[config.mk]
export PLATFORM = sky130hd
export DESIGN_NAME = mmio_dump_sequencer
export DESIGN_NICKNAME = d
export VERILOG_FILES = /design/src/rtl/mmio_dump_sequencer.sv
export SDC_FILE = /design/constraint.sdc
export NUM_CORES = 1
export LEC_CHECK = 0
export CORE_AREA = 5 5 170 172
export DETAILED_ROUTE_END_ITERATION = 16
export DIE_AREA = 0 0 175 177
export PLACE_DENSITY_LB_ADDON = 0.08
export SETUP_SLACK_MARGIN = 0.02
export SYNTH_ARGS = -nofsm -noshare
export SYNTH_HDL_FRONTEND = slang
export SYNTH_SLANG_ARGS = --single-unit
[constraint.sdc]
create_clock -name clk_i -period 11.8 [get_ports clk_i]
set_clock_uncertainty 0.1 [all_clocks]
set_input_delay 3.54 -clock clk_i [delete_from_list [all_inputs] [get_ports clk_i]]
set_output_delay 3.54 -clock clk_i [all_outputs]
set_load 0.01 [all_outputs]
[src/rtl/mmio_dump_sequencer.sv]
// mmio_dump_sequencer
// MMIO write initiator for the tiny-SoC signalling protocol. On start it walks
// the integer register file through a 1-cycle-latency read port and emits one
// write per register (value + taint) to the register-dump address. An optional
// stop-signal write follows the last register. While idle, single-beat stream
// samples are forwarded as writes to the register-stream address.
module mmio_dump_sequencer #(
    parameter int unsigned NUM_REGS        = 31,
    parameter int unsigned FIRST_REG       = 1,
    parameter logic [31:0] ADDR_REG_DUMP   = 32'h6000_0010,
    parameter logic [31:0] ADDR_REG_STREAM = 32'h6000_0020,
    parameter logic [31:0] ADDR_STOP_SIG   = 32'h6000_0000,
    parameter int unsigned STOP_AFTER_DUMP = 1
) (
    input  logic        clk_i,
    input  logic        rst_i,
    input  logic        start_i,
    output logic        busy_o,
    output logic        done_o,
    output logic        rf_re_o,
    output logic [4:0]  rf_raddr_o,
    input  logic [63:0] rf_rdata_i,
    input  logic [63:0] rf_rdata_t0_i,
    input  logic        stream_valid_i,
    output logic        stream_ready_o,
    input  logic [63:0] stream_data_i,
    input  logic [63:0] stream_data_t0_i,
    output logic        mmio_req_o,
    input  logic        mmio_gnt_i,
    output logic        mmio_we_o,
    output logic [31:0] mmio_addr_o,
    output logic [7:0]  mmio_strb_o,
    output logic [63:0] mmio_wdata_o,
    output logic [63:0] mmio_wdata_t0_o
);

    // The register index is 5 bits wide, so the dumped range must fit in 0..31.
    if (FIRST_REG + NUM_REGS > 32) begin : g_bad_reg_range
        $error("mmio_dump_sequencer: FIRST_REG + NUM_REGS must not exceed 32");
    end

    localparam logic [4:0] FIRST_IDX = 5'(FIRST_REG);
    localparam logic [4:0] LAST_IDX  = 5'((NUM_REGS == 0) ? FIRST_REG
                                                         : FIRST_REG + NUM_REGS - 1);
    localparam bit HAS_REGS = (NUM_REGS != 0);
    localparam bit HAS_STOP = (STOP_AFTER_DUMP != 0);

    typedef enum logic [2:0] {
        ST_IDLE,
        ST_RD,
        ST_CAP,
        ST_REQ,
        ST_STOP,
        ST_SREQ,
        ST_DONE
    } state_e;

    state_e      state_q, state_d;
    logic [4:0]  idx_q, idx_d;
    logic        req_q, req_d;
    logic [31:0] addr_q, addr_d;
    logic [63:0] wdata_q, wdata_d;
    logic [63:0] wdata_t0_q, wdata_t0_d;
    logic [7:0]  strb_q, strb_d;
    logic        done_q, done_d;

    logic        xfer;
    logic        rf_re;
    logic        stream_ready;

    // A transfer completes at the edge where a held request meets a grant.
    assign xfer = req_q & mmio_gnt_i;

    // Next-state, request loading and combinational handshakes.
    always_comb begin
        state_d      = state_q;
        idx_d        = idx_q;
        req_d        = req_q;
        addr_d       = addr_q;
        wdata_d      = wdata_q;
        wdata_t0_d   = wdata_t0_q;
        strb_d       = strb_q;
        done_d       = 1'b0;
        rf_re        = 1'b0;
        stream_ready = 1'b0;

        case (state_q)
            ST_IDLE: begin
                if (start_i) begin
                    idx_d = FIRST_IDX;
                    if (HAS_REGS) begin
                        state_d = ST_RD;
                    end else if (HAS_STOP) begin
                        req_d      = 1'b1;
                        addr_d     = ADDR_STOP_SIG;
                        wdata_d    = '0;
                        wdata_t0_d = '0;
                        strb_d     = '1;
                        state_d    = ST_STOP;
                    end else begin
                        state_d = ST_DONE;
                    end
                end else if (stream_valid_i && !rst_i) begin
                    stream_ready = 1'b1;
                    req_d        = 1'b1;
                    addr_d       = ADDR_REG_STREAM;
                    wdata_d      = stream_data_i;
                    wdata_t0_d   = stream_data_t0_i;
                    strb_d       = '1;
                    state_d      = ST_SREQ;
                end
            end

            ST_RD: begin
                rf_re   = 1'b1;
                state_d = ST_CAP;
            end

            ST_CAP: begin
                req_d      = 1'b1;
                addr_d     = ADDR_REG_DUMP;
                wdata_d    = rf_rdata_i;
                wdata_t0_d = rf_rdata_t0_i;
                strb_d     = '1;
                state_d    = ST_REQ;
            end

            ST_REQ: begin
                if (xfer) begin
                    if (idx_q == LAST_IDX) begin
                        if (HAS_STOP) begin
                            // Stop write is loaded on the same edge so it
                            // follows the last dump write back to back.
                            req_d      = 1'b1;
                            addr_d     = ADDR_STOP_SIG;
                            wdata_d    = '0;
                            wdata_t0_d = '0;
                            strb_d     = '1;
                            state_d    = ST_STOP;
                        end else begin
                            req_d   = 1'b0;
                            state_d = ST_DONE;
                        end
                    end else begin
                        req_d   = 1'b0;
                        idx_d   = idx_q + 5'd1;
                        state_d = ST_RD;
                    end
                end
            end

            ST_STOP: begin
                if (xfer) begin
                    req_d   = 1'b0;
                    state_d = ST_DONE;
                end
            end

            ST_SREQ: begin
                if (xfer) begin
                    req_d   = 1'b0;
                    state_d = ST_IDLE;
                end
            end

            ST_DONE: begin
                done_d  = 1'b1;
                state_d = ST_IDLE;
            end

            default: begin
                req_d   = 1'b0;
                state_d = ST_IDLE;
            end
        endcase
    end

    // State, index and registered MMIO outputs; reset drops any request in flight.
    always_ff @(posedge clk_i or posedge rst_i) begin
        if (rst_i) begin
            state_q    <= ST_IDLE;
            idx_q      <= FIRST_IDX;
            req_q      <= 1'b0;
            addr_q     <= '0;
            wdata_q    <= '0;
            wdata_t0_q <= '0;
            strb_q     <= '0;
            done_q     <= 1'b0;
        end else begin
            state_q    <= state_d;
            idx_q      <= idx_d;
            req_q      <= req_d;
            addr_q     <= addr_d;
            wdata_q    <= wdata_d;
            wdata_t0_q <= wdata_t0_d;
            strb_q     <= strb_d;
            done_q     <= done_d;
        end
    end

    assign busy_o          = (state_q != ST_IDLE);
    assign done_o          = done_q;
    assign rf_re_o         = rf_re;
    assign rf_raddr_o      = rf_re ? idx_q : '0;
    assign stream_ready_o  = stream_ready;
    assign mmio_req_o      = req_q;
    assign mmio_we_o       = req_q;
    assign mmio_addr_o     = addr_q;
    assign mmio_strb_o     = strb_q;
    assign mmio_wdata_o    = wdata_q;
    assign mmio_wdata_t0_o = wdata_t0_q;

endmodule
* After elaboration in Yosys (flattened, before gate mapping)
Index checks and enable logic that the tools add are counted.
** Cells by class
- Bitwise gates (word level) :: 2
- Mux-type cells :: 41
- Reduce and logical (&&, ||, !) cells :: 12
- $add $sub $neg :: 1
- Equality and inequality tests :: 17
** Operator list (count)
- $mux 64 :: 6
- $pmux 64 s3 :: 2
- $mux 32 :: 4
- $pmux 32 s3 :: 1
- $mux 8 :: 4
- $pmux 8 s3 :: 1
- $mux 5 :: 4
- $mux 3 :: 6
- $pmux 3 s6 :: 1
- $ne 2x2->1 const B :: 8
- $mux 1 :: 10
- $pmux 5 s2 :: 1
- $reduce_and 5->1 :: 2
- $eq 3x3->1 const B :: 3
- $reduce_and 4->1 :: 2
- $eq 3x2->1 const B :: 2
- $reduce_bool 3->1 :: 2
- $add 5x1->5 const B :: 1
- $eq 5x5->1 const B :: 1
- $pmux 1 s5 :: 1
- $reduce_or 2->1 :: 2
- $eq 3x1->1 const B :: 1
- $logic_not 3->1 :: 1
- $ne 3x3->1 const B :: 1
- other kinds (6) :: 6
** Storage, ports and cells
- Register bits after elaboration :: 178
- Logic and storage cells :: 81
- Input bits :: 261
- Output and inout port bits :: 179

* Logic depth before layout (Yosys ltp)
- Word-level depth :: 5
- Gate-level depth with buffers :: 9
- Gate-level depth less buffers :: 6

* Least setup slack after synthesis
Ideal clock, no wire load.
- Path kind :: input-to-output
- Start :: in start_i
- End :: out stream_ready_o
- Slack :: 4135 ps
- Stages on the path :: 2
- Data required time :: 8160 ps
- Buffers on the path :: 0
- Arrival time :: 4025 ps
- Cells stage by stage :: nor3b_1 and2_1
** Between the ends
- Word-level cells in the longest chain between the ends :: 2
** Ends and longest elaborated chain
- start: declaration :: RTL line 17 : input logic start_i,
- $mux 1 :: RTL line 89 : if (start_i) begin
- $mux 1 :: RTL line 87 : case (state_q)
- end: declaration :: RTL line 25 : output logic stream_ready_o,
No other way between the ends.

* Worst setup path in the final report
Ends and elaborated chain as after synthesis.

==> out/results.txt <==
Status -> complete, no violations
Core ar. -> 27300 um^2
Most common cell after layout, fill and taps aside -> clkdlybuf4s50_1
CTS tree -> yes
Peak VDD IR -> 0.0942 mV
DRT Wirelength -> 27300 um
Hold Path Class -> reg -> reg
Critical path fanouts, max -> 6
CP Capture Type -> primary output
Row count -> 61
Number of setup buffers added after CTS -> 0
Pleak -> 5.95 nW
Final period util -> 0.741
Grt ovf -> 0
Final ANT Viol Nets -> 0
Input/output buffers -> 411
Final setup TNS -> 0 ps
Max Root-Sink Buffers -> 2
Initial Util -> 0.294
Die area -> 31000 um^2
Via count -> 6810
Layout area overhead -> 57.8%
Reg clk slew, reported paths -> 60 ps
Nets@finish -> 1449
Iteration-0 DRC Markers -> 282
Wire per inst -> 17.6 um
Clock root buffer -> clkbuf_16
Leading register cell type out of synthesis -> dfrtp_1
Post-synth EDFFs -> 0
CP required -> 8160 ps
Async set-reset flop share out of synthesis -> 1.00
YS warnings -> 0
Max-cap violations -> 0
Seq/Total Area, Yosys -> 0.439
Critical Path Source Type -> input port
# fillers -> 2660
Die span in y -> 177 um
Register area -> 3530 um^2
Slowest stage delay, CP -> 540 ps
Slew @ Worst Pin -> 1050 ps
First-pass GRT wire length -> 40600 um
WS Path Type -> in -> out
Largest net degree at the start of global routing -> 111
Detailed placement HPWL -> 20100 um
Vias in the first global route -> 6937
TritonCTS Buffers -> 17
Pins Over Slew Limit -> 0
CP Cell Sequence -> clkdlybuf4s50_1 -> nor3b_1 -> and2_1 -> clkdlybuf4s50_1
# resized after CTS -> 0
Most frequent cells in the layout -> 411 x clkdlybuf4s50_1, 139 x dfrtp_1, 134 x a21oi_1
IO Pins -> 440
Clock sinks -> 141
Hold Slack -> 396 ps
# setup viols final -> 0
Via/cell ratio -> 4.40
Final min period -> 8750 ps
Initial antenna violation count -> 2
Most used cell, CP -> clkdlybuf4s50_1
Post-Syn Area -> 8030 um^2
Final Hold Viols -> 0
Total global routing track utilization -> 0.169
H-tree level count -> 4
Post-synthesis cell type count -> 43
Worst skew pair latency -> 410 ps
Share of cells above drive strength 1 -> 0.0376
RSZ-0062 raised after global routing -> false
Relative slew slack -> 0.302
Die width -> 175 um
Multi-input gate area -> 3450 um^2
DR DRC count -> 0
Routability cong. -> 0.791
Mean post-synth cell area -> 9.75 um^2
Hold_buf cts -> 0
PD cells -> 196 nW/um^2
Flops & latches, synth -> 141
Max Fclk -> 0.114 GHz
WP data arrival -> 5110 ps
Slowest-stage cell, CP -> clkdlybuf4s50_1
1st-pass router iterations -> 4
Syn Inst Count -> 824
## per-layer routing
layer | GRT usage | up-vias | wire (um) | share of wire
met5 | 0 | - | 0 | 0
met3 | 0.0598 | 26 | 2280 | 0.084
met4 | 0.0530 | 0 | 552 | 0.020
met1 | 0.198 | 3118 | 10900 | 0.40
li1 | - | 3409 | - | -
met2 | 0.290 | 257 | 13500 | 0.49
## critical path, delay by kind of cell
family        cells  cell delay (ps)
buf+inv           2             1040
simple gates      2              530
## stage by stage
step,worst slack [ps],total power [mW],utilization,instances,area [um^2]
2_1_floorplan,4140,1.27,-,851,8130
3_3_place_gp,3030,1.95,0.442,1512,12100
3_5_place_dp,3050,1.96,0.442,1512,12100
4_1_cts,3050,2.53,0.464,1544,12700
5_1_grt,2940,2.65,0.464,1546,12700
6_report,3050,2.48,0.464,1546,12700
## path summary, 6_finish.rpt
| path | startpoint | endpoint | slack [ps] | cells past startpoint |
|---|---|---|---|---|
| setup / recovery | start_i | stream_ready_o | 3050 | 4 |
| setup reg to reg | state_q[0]$_DFFE_PP0P_ | mmio_wdata_t0_o[37]$_DFFE_PP0P_ | 8100 | 4 |
| min in group asynchronous | rst_i | mmio_wdata_o[56]$_DFFE_PP0P_ | 3620 | 2 |
| hold reg to reg | mmio_addr_o[4]$_DFFE_PP0P_ | mmio_addr_o[4]$_DFFE_PP0P_ | 400 | 1 |
| max in group asynchronous | rst_i | mmio_addr_o[5]$_DFFE_PP0P_ | 6760 | 3 |
| hold / removal | mmio_addr_o[4]$_DFFE_PP0P_ | mmio_addr_o[4]$_DFFE_PP0P_ | 400 | 1 |
## cell usage after synthesis, types with 2 or more instances
library cell,n,share of area
a21oi_1,134,0.083
a2bb2oi_1,2,0.0022
and2_1,4,0.0031
and3_1,2,0.0016
buf_1,3,0.0014
buf_2,3,0.0019
buf_4,42,0.039
buf_8,11,0.021
clkbuf_1,42,0.020
dfrtp_1,140,0.44
ha_1,3,0.0047
inv_1,132,0.062
mux2i_1,131,0.16
nand2_1,8,0.0037
nand2b_1,3,0.0023
nand3_1,3,0.0019
nor2_1,4,0.0019
nor3_1,2,0.0012
nor3b_1,129,0.12
nor4_1,2,0.0016
o21a_1,2,0.0019
## sequential cells by signal, summed over array words and instances (netlist names)
signal,flops
idx_q,5
state_q,3
mmio_addr_o,2
mmio_wdata_o,64
mmio_strb_o,1
done_o,1
mmio_wdata_t0_o,64
mmio_req_o,1
## area by class of cell
| class | count | share of cell area |
|---|---|---|
| diodes | 2 | 0.000395 |
| clock buffers | 20 | 0.0344 |
| clock inverters | 12 | 0.0127 |
| inverters | 133 | 0.0398 |
| multi-input cells | 475 | 0.272 |
| flip-flops and latches | 141 | 0.279 |
| well taps | 346 | 0.0341 |
| repair buffers | 417 | 0.328 |
## power by group
| part | switching (mW) | internal (mW) |
|---|---|---|
| sequential | 0.133 | 0.717 |
| clock | 0.220 | 0.335 |
| combinational | 0.470 | 0.608 |
| total | 0.823 | 1.66 |
## kinds of logic after synthesis
family | Yosys count | synth area share
xor+xnor | 2 | 0.00218
buf+inv | 235 | 0.146
mux | 132 | 0.165
simple gates | 163 | 0.144
compound gates | 147 | 0.0981
flops | 141 | 0.439
other cells | 1 | 0.000467
fa+ha+maj | 3 | 0.00467
Power figures use the tool's default switching activity.
